--- src/rtl/ctrl_pkg.sv ---
// Shared types, opcode constants and instruction-class helpers for the control sequencer.
// Define SEQ_MULDIV_EN to make MUL/DIV legal opcodes (adds the T6 high-word step).
package ctrl_pkg;

    typedef enum logic [3:0] {
        S_IDLE,
        S_T0,
        S_T1,
        S_T2,
        S_T3,
        S_T4,
        S_T5,
        S_T6,
        S_DONE,
        S_FAULT
    } state_t;

    localparam logic [4:0] OP_ADD  = 5'b00011;
    localparam logic [4:0] OP_SUB  = 5'b00100;
    localparam logic [4:0] OP_AND  = 5'b00101;
    localparam logic [4:0] OP_OR   = 5'b00110;
    localparam logic [4:0] OP_ROR  = 5'b00111;
    localparam logic [4:0] OP_ROL  = 5'b01000;
    localparam logic [4:0] OP_SHR  = 5'b01001;
    localparam logic [4:0] OP_SHRA = 5'b01010;
    localparam logic [4:0] OP_SHL  = 5'b01011;
    localparam logic [4:0] OP_DIV  = 5'b01111;
    localparam logic [4:0] OP_MUL  = 5'b10000;
    localparam logic [4:0] OP_NEG  = 5'b10001;
    localparam logic [4:0] OP_NOT  = 5'b10010;

    localparam int OP_MSB = 31;
    localparam int OP_LSB = 27;
    localparam int RA_MSB = 26;
    localparam int RA_LSB = 23;
    localparam int RB_MSB = 22;
    localparam int RB_LSB = 19;
    localparam int RC_MSB = 18;
    localparam int RC_LSB = 15;

`ifdef SEQ_MULDIV_EN
    localparam bit MULDIV_EN = 1'b1;
`else
    localparam bit MULDIV_EN = 1'b0;
`endif

    function automatic logic is_binary(input logic [4:0] op);
        return (op >= OP_ADD) && (op <= OP_SHL);
    endfunction

    function automatic logic is_unary(input logic [4:0] op);
        return (op == OP_NEG) || (op == OP_NOT);
    endfunction

    function automatic logic is_muldiv(input logic [4:0] op);
        return (op == OP_MUL) || (op == OP_DIV);
    endfunction

    function automatic logic is_legal(input logic [4:0] op);
        return is_binary(op) || is_unary(op) || (MULDIV_EN && is_muldiv(op));
    endfunction

endpackage

--- src/rtl/onehot_dec.sv ---
// Binary register index to one-hot select vector; all zero when disabled or out of range.
module onehot_dec #(
    parameter int WIDTH = 16
) (
    input  logic [3:0]       index,
    input  logic             enable,
    output logic [WIDTH-1:0] onehot
);

    always_comb begin
        onehot = '0;
        for (int i = 0; i < WIDTH; i++) begin
            if (enable && (index == 4'(i))) begin
                onehot[i] = 1'b1;
            end
        end
    end

endmodule

--- src/rtl/ctrl_sequencer.sv ---
// Hardwired fetch/wait/decode/execute sequencer driving the datapath strobes.
// Define SEQ_MULDIV_EN to build the MUL/DIV path (T6, LOin, HIin, ZHighout).
module ctrl_sequencer
    import ctrl_pkg::*;
#(
    parameter int REG_CNT      = 16,
    parameter int WAIT_TIMEOUT = 15
) (
    input  logic               Clock,
    input  logic               Reset,
    input  logic               Start,
    input  logic [31:0]        IR,
    input  logic               MemReady,
    output logic [REG_CNT-1:0] Rin,
    output logic [REG_CNT-1:0] Rout,
    output logic               PCout,
    output logic               PCin,
    output logic               IncPC,
    output logic               MARin,
    output logic               MDRin,
    output logic               MDRout,
    output logic               Read,
    output logic               IRin,
    output logic               Yin,
    output logic               Zin,
    output logic               Zlowout,
    output logic               ZHighout,
    output logic               LOin,
    output logic               HIin,
    output logic [4:0]         operation,
    output logic               Busy,
    output logic               Done,
    output logic               Fault
);

    state_t     state;
    logic [7:0] wait_cnt;
    logic [4:0] op_q;
    logic [3:0] ra_q, rb_q, rc_q;

    logic [4:0] ir_op;
    logic [3:0] ir_ra, ir_rb, ir_rc;
    logic       regs_ok, decode_ok;
    logic       rin_en, rout_en;
    logic [3:0] rin_idx, rout_idx;
    logic       unused_ir_bits;

    assign ir_op = IR[OP_MSB:OP_LSB];
    assign ir_ra = IR[RA_MSB:RA_LSB];
    assign ir_rb = IR[RB_MSB:RB_LSB];
    assign ir_rc = IR[RC_MSB:RC_LSB];
    assign unused_ir_bits = ^IR[RC_LSB-1:0];

    // Rc is only a register operand for binary ops, so only they can fault on it.
    assign regs_ok = (int'(ir_ra) < REG_CNT) && (int'(ir_rb) < REG_CNT) &&
                     (!is_binary(ir_op) || (int'(ir_rc) < REG_CNT));
    assign decode_ok = is_legal(ir_op) && regs_ok;

    always_ff @(posedge Clock) begin
        if (Reset) begin
            state    <= S_IDLE;
            wait_cnt <= '0;
            op_q     <= '0;
            ra_q     <= '0;
            rb_q     <= '0;
            rc_q     <= '0;
        end else begin
            case (state)
                S_IDLE: if (Start) state <= S_T0;
                S_T0: begin
                    state    <= S_T1;
                    wait_cnt <= '0;
                end
                S_T1: begin
                    if (MemReady) begin
                        state <= S_T2;
                    end else begin
                        wait_cnt <= wait_cnt + 8'd1;
                        if (wait_cnt + 8'd1 == 8'(WAIT_TIMEOUT)) state <= S_FAULT;
                    end
                end
                S_T2: begin
                    op_q <= ir_op;
                    ra_q <= ir_ra;
                    rb_q <= ir_rb;
                    rc_q <= ir_rc;
                    if (!decode_ok)          state <= S_FAULT;
                    else if (is_unary(ir_op)) state <= S_T4;
                    else                      state <= S_T3;
                end
                S_T3: state <= S_T4;
                S_T4: state <= S_T5;
`ifdef SEQ_MULDIV_EN
                S_T5: state <= is_muldiv(op_q) ? S_T6 : S_DONE;
                S_T6: state <= S_DONE;
`else
                S_T5: state <= S_DONE;
`endif
                S_DONE:  state <= Start ? S_T0 : S_IDLE;
                S_FAULT: state <= S_FAULT;
                default: state <= S_IDLE;
            endcase
        end
    end

    // Strobes depend only on the registered state and the fields latched at decode.
    always_comb begin
        rin_en    = 1'b0;
        rin_idx   = ra_q;
        rout_en   = 1'b0;
        rout_idx  = rb_q;
        PCout     = 1'b0;
        PCin      = 1'b0;
        IncPC     = 1'b0;
        MARin     = 1'b0;
        MDRin     = 1'b0;
        MDRout    = 1'b0;
        Read      = 1'b0;
        IRin      = 1'b0;
        Yin       = 1'b0;
        Zin       = 1'b0;
        Zlowout   = 1'b0;
        ZHighout  = 1'b0;
        LOin      = 1'b0;
        HIin      = 1'b0;
        operation = '0;
        case (state)
            S_T0: begin
                PCout = 1'b1;
                MARin = 1'b1;
                IncPC = 1'b1;
                Zin   = 1'b1;
            end
            S_T1: begin
                Zlowout = 1'b1;
                PCin    = (wait_cnt == 8'd0);
                Read    = 1'b1;
                MDRin   = 1'b1;
            end
            S_T2: begin
                MDRout = 1'b1;
                IRin   = 1'b1;
            end
            S_T3: begin
                rout_en  = 1'b1;
                rout_idx = is_muldiv(op_q) ? ra_q : rb_q;
                Yin      = 1'b1;
            end
            S_T4: begin
                operation = op_q;
                Zin       = 1'b1;
                rout_en   = 1'b1;
                rout_idx  = is_binary(op_q) ? rc_q : rb_q;
            end
            S_T5: begin
                Zlowout = 1'b1;
`ifdef SEQ_MULDIV_EN
                if (is_muldiv(op_q)) LOin = 1'b1;
                else                 rin_en = 1'b1;
`else
                rin_en = 1'b1;
`endif
            end
`ifdef SEQ_MULDIV_EN
            S_T6: begin
                ZHighout = 1'b1;
                HIin     = 1'b1;
            end
`endif
            default: ;
        endcase
    end

    assign Busy  = (state != S_IDLE) && (state != S_DONE) && (state != S_FAULT);
    assign Done  = (state == S_DONE);
    assign Fault = (state == S_FAULT);

    onehot_dec #(.WIDTH(REG_CNT)) u_rin_dec (
        .index  (rin_idx),
        .enable (rin_en),
        .onehot (Rin)
    );

    onehot_dec #(.WIDTH(REG_CNT)) u_rout_dec (
        .index  (rout_idx),
        .enable (rout_en),
        .onehot (Rout)
    );

endmodule

--- config.mk ---
export PLATFORM = sky130hd
export DESIGN_NAME = ctrl_sequencer
export DESIGN_NICKNAME = d
export VERILOG_FILES = /design/src/rtl/ctrl_pkg.sv /design/src/rtl/onehot_dec.sv /design/src/rtl/ctrl_sequencer.sv
export SDC_FILE = /design/constraint.sdc
export NUM_CORES = 1
export LEC_CHECK = 0
export BUFFER_PORTS_ARGS = -buffer_cell sky130_fd_sc_hd__buf_4
export CAP_MARGIN = 15
export CORE_MARGIN = 2
export CORE_UTILIZATION = 30
export DETAILED_ROUTE_END_ITERATION = 8
export RECOVER_POWER = 50
export SLEW_MARGIN = 20
export SYNTH_ARGS = -nofsm -noshare
export SYNTH_HDL_FRONTEND = slang
export SYNTH_HIERARCHICAL = 1
export SYNTH_SLANG_ARGS = --single-unit
--- constraint.sdc ---
create_clock -name Clock -period 2.6 [get_ports Clock]
set_input_delay 0.26 -clock Clock [delete_from_list [all_inputs] [get_ports Clock]]
set_output_delay 0.26 -clock Clock [all_outputs]
set_load 0.02 [all_outputs]
==> impl_metrics.prom <==
# TYPE chip_impl_metric gauge
chip_impl_metric{name="syn_area",unit="um^2"} 1930
chip_impl_metric{name="async_flop_share",unit="%"} 0
chip_impl_metric{name="worst_max_slew_margin_expressed_relative_to_the_limit",unit="%"} 62.9
chip_impl_info{name="critical_path.reg2reg.startpoint",value="wait_cnt[1]$_SDFFE_PP0P_"} 1
chip_impl_metric{name="globalplace.congestion",unit=""} 0.873
chip_impl_metric{name="setup_viol",unit=""} 0
chip_impl_info{name="critPathLaunch",value="op_q[3]$_SDFFE_PP0P_"} 1
chip_impl_metric{name="power.leakage",unit="uW"} 0.00110
chip_impl_metric{name="yosysTopAreaCellShare",unit="%"} 30.1
chip_impl_info{name="yosys.cell_count.top_type",value="nor2_1"} 1
chip_impl_metric{name="design_power_total",unit="uW"} 1080
chip_impl_metric{name="met2_usage",unit="%"} 23.7
chip_impl_metric{name="gr-total-overflow",unit=""} 0
chip_impl_metric{name="clock_tree.htree_level_count",unit=""} 2
chip_impl_info{name="synth.top_cells.by_count",value="47 x nor2_1, 46 x nand2_1, 30 x a21oi_1, 29 x dfxtp_1"} 1
chip_impl_metric{name="vias_in_the_first_global_route",unit=""} 1907
chip_impl_metric{name="floorplan_die_width",unit="um"} 84.2
chip_impl_metric{name="routed_wl",unit="mm"} 5.50
chip_impl_metric{name="dr.first_iter.drc_count",unit=""} 66
chip_impl_info{name="timing_worst_setup_path_type",value="register to output port"} 1
chip_impl_metric{name="detailed_place_hpwl",unit="mm"} 4.07
chip_impl_metric{name="grtUsageMet1",unit="%"} 21.2
chip_impl_metric{name="sequential_cell_area",unit="um^2"} 596
chip_impl_metric{name="edff_count_synth",unit=""} 0
chip_impl_info{name="critPathCaptureType",value="output port"} 1
chip_impl_metric{name="synth.distinct_cells",unit=""} 49
chip_impl_info{name="post_synth_main_area_contributors",value="dfxtp_1 30%, nor2_1 9.1%, nand2_1 8.9%"} 1
chip_impl_metric{name="postSynthCellCount",unit=""} 277
chip_impl_metric{name="placed_cell_area",unit="um^2"} 2530
chip_impl_metric{name="synth_to_layout_area_growth",unit="%"} 42.7
chip_impl_metric{name="critPathArrivalTime",unit="ns"} 2.32
chip_impl_info{name="rsz0062_at_grt",value="true"} 1
chip_impl_info{name="synth.largest_area_cell",value="dfxtp_1"} 1
chip_impl_metric{name="die_y",unit="um"} 84.2
chip_impl_metric{name="post-route-drc-count",unit=""} 0
chip_impl_metric{name="postSynthAreaPerCell",unit="um^2"} 6.97
chip_impl_metric{name="ir_drop",unit="uV"} 180
chip_impl_metric{name="grt_pass1_wl",unit="mm"} 8.89
chip_impl_metric{name="drive_gt1_share",unit="%"} 34.8
chip_impl_metric{name="numPortBuffers",unit=""} 71
chip_impl_metric{name="fp.coreArea",unit="um^2"} 6280
chip_impl_metric{name="antenna_cells_inserted",unit=""} 0
chip_impl_info{name="min_path_type",value="input pin to register"} 1
chip_impl_info{name="run_status",value="complete, no violations"} 1
chip_impl_metric{name="clockBufferDepth",unit=""} 2
chip_impl_metric{name="synth-seq-cells",unit=""} 29
chip_impl_info{name="yosys_most_used_dff",value="dfxtp_1"} 1
chip_impl_metric{name="power-per-cell-area",unit="nW/um^2"} 393
chip_impl_metric{name="min_period_over_period",unit="%"} 99.1
chip_impl_metric{name="clk-insertion-delay-late",unit="ns"} 0.28
chip_impl_metric{name="std_cell_rows",unit=""} 29
chip_impl_metric{name="final_antenna_net_count",unit=""} 0
chip_impl_metric{name="min_setup_slack_post_route",unit="ns"} 0.0239
chip_impl_metric{name="nets",unit=""} 391
chip_impl_metric{name="critPathMaxStageDelay",unit="ns"} 0.45
chip_impl_metric{name="gr-usage-met3",unit="%"} 3.74
chip_impl_metric{name="slew_violations",unit=""} 0
chip_impl_metric{name="reg2regPathDepth",unit=""} 6
chip_impl_metric{name="first_pass_iters",unit=""} 4
chip_impl_metric{name="max_clock_freq",unit="MHz"} 388
chip_impl_metric{name="whs",unit="ns"} 0.218
chip_impl_metric{name="effective_utilization_at_floorplan",unit="%"} 30.8
chip_impl_metric{name="sum_of_negative_setup_slack",unit="ns"} 0
chip_impl_metric{name="dp_slack",unit="ns"} 0.189
chip_impl_info{name="hold_path.startpoint",value="IR[26]"} 1
chip_impl_metric{name="timing.max_cap.violations",unit=""} 0
chip_impl_metric{name="routedWlPerCell",unit="um"} 12.8
chip_impl_info{name="worst_setup_path_start_kind",value="register"} 1
chip_impl_metric{name="numCtsBuffers",unit=""} 5
chip_impl_metric{name="yosys_warnings",unit=""} 6
chip_impl_info{name="cts_tree",value="done"} 1
chip_impl_metric{name="finalWorstPathRequiredPeriod",unit="ns"} 2.58
chip_impl_metric{name="groute.usage.overall",unit="%"} 15.3
chip_impl_metric{name="reg2reg_slack",unit="ns"} 0.47
chip_impl_metric{name="nFillCells",unit=""} 654
chip_impl_metric{name="synth.yosys.seq_area_share",unit="%"} 30.1
chip_impl_info{name="busiest_layer",value="met2"} 1
chip_impl_metric{name="die_outline_area",unit="um^2"} 7100
chip_impl_metric{name="clock_sinks",unit=""} 29
chip_impl_info{name="timing.critical_path.cells",value="and2_4, nand3_2, o21ai_2, buf_6, mux2i_2, o21ai_2, or3b_4, nor3_4, buf_6"} 1
chip_impl_metric{name="route.detailed.vias_per_inst",unit=""} 4.88
chip_impl_metric{name="timing.clock.skew",unit="ns"} 0.00551
chip_impl_info{name="cell_chosen_for_the_clock_root",value="clkbuf_8"} 1
chip_impl_metric{name="multi_input_comb_area",unit="um^2"} 1320
chip_impl_info{name="worst_path_max_delay_cell",value="or3b_4"} 1
chip_impl_info{name="setup.worst_path.end",value="Rout[0]"} 1
chip_impl_metric{name="final_design_area_no_fill",unit="um^2"} 2760
chip_impl_metric{name="final_hold_viol_count",unit=""} 0
chip_impl_metric{name="io_pins",unit=""} 90
chip_impl_metric{name="num_vias",unit=""} 2097
chip_impl_metric{name="clk_pin_slew",unit="ns"} 0.07
chip_impl_metric{name="worst-endpoint-required",unit="ns"} 2.34
chip_impl_info{name="terminus_of_the_critical_flop_to_flop_path",value="state[3]$_SDFFE_PP0P_"} 1
chip_impl_metric{name="crit_path_max_fanout",unit=""} 4
chip_impl_metric{name="max_slew.worst_pin.slew",unit="ns"} 0.553
chip_impl_metric{name="antenna_found_initial",unit=""} 0
chip_impl_metric{name="grt_max_degree",unit=""} 27
cells in the final DEF, fill, tap and decap left out, types with 5 or more instances in the layout:
cell type  netlist  layout
nand2_1         46      45
nand3b_1         5       5
nor2_1          47      42
clkbuf_8         0       5
inv_1            6       6
buf_4            7      80
a21oi_1         30      30
and2_1           7       6
o21ai_0          8       5
nand3_1         11      10
nor3_1          11      11
nand2b_1         8       7
dfxtp_1         29      23
metrics by stage:
step | utilization, % | instances
CTS | 41.9 | 428
detailed placement | 40.3 | 420
finish | 43.9 | 430
floorplan | - | 279
global route | 43.9 | 430
global placement | 40.3 | 420
repair_timing:
item	CTS	global route
hold buffers	0	0
setup buffers	0	3
endpoints found under the setup margin	7	16
pin swaps	1	9
gates resized for setup	5	31
metal layers:
metal / vias to the layer above / part of all wire (%)
met5: - / 0
met4: 0 / 1.1
met3: 6 / 4.9
met2: 50 / 46
met1: 940 / 48
li1: 1101 / -
critical path, delay by kind of cell (launching register included):
| family | cells | cell delay [ns] |
|---|---|---|
| and+or+nand+nor | 4 | 0.91 |
| muxes | 1 | 0.21 |
| DFF | 1 | 0.37 |
| AOI/OAI and AO/OA | 2 | 0.25 |
| buffers and inverters | 2 | 0.28 |
logic make-up (layout without fill, tap and decap cells):
family	after synthesis	after routing	synth area share [%]
compound gates	58	58	17.8
xor+xnor	5	5	2.27
fa+ha+maj	3	3	1.94
buf+inv	24	98	7.12
flops	29	29	30.1
mux	4	4	2.07
other cells	1	3	0.194
simple gates	153	153	38.5
cell type report:
cell class                      count  share of cell area (%)
Multi-Input combinational cell    226                    47.8
Timing Repair Buffer               82                    22.6
Sequential cell                    29                    21.6
Tap cell                           77                    3.49
Clock buffer                        5                    2.50
Inverter                            8                    1.18
Clock inverter                      3                   0.817
worst min path at each step:
| stage | endpoint | slack (ns) | cells past startpoint |
|---|---|---|---|
| global route | rb_q[2]$_SDFFE_PP0P_ | 0.22 | 3 |
| finish | ra_q[3]$_SDFFE_PP0P_ | 0.22 | 3 |
| floorplan | rc_q[0]$_SDFFE_PP0P_ | 0.40 | 2 |
| detailed placement | rc_q[1]$_SDFFE_PP0P_ | 0.45 | 2 |
| CTS | ra_q[3]$_SDFFE_PP0P_ | 0.21 | 3 |
| global placement | rc_q[1]$_SDFFE_PP0P_ | 0.45 | 2 |
sequential cells by signal, summed over array words and instances (netlist names):
signal	cells
op_q	5
ra_q	4
rb_q	4
rc_q	4
state	4
wait_cnt	8
report_power, final:
group	switching, uW	total (uW)	internal [uW]
combinational	136	235	98.3
clock	187	374	187
sequential	19.4	474	455
Note: power is estimated with default switching activity, not from simulation.
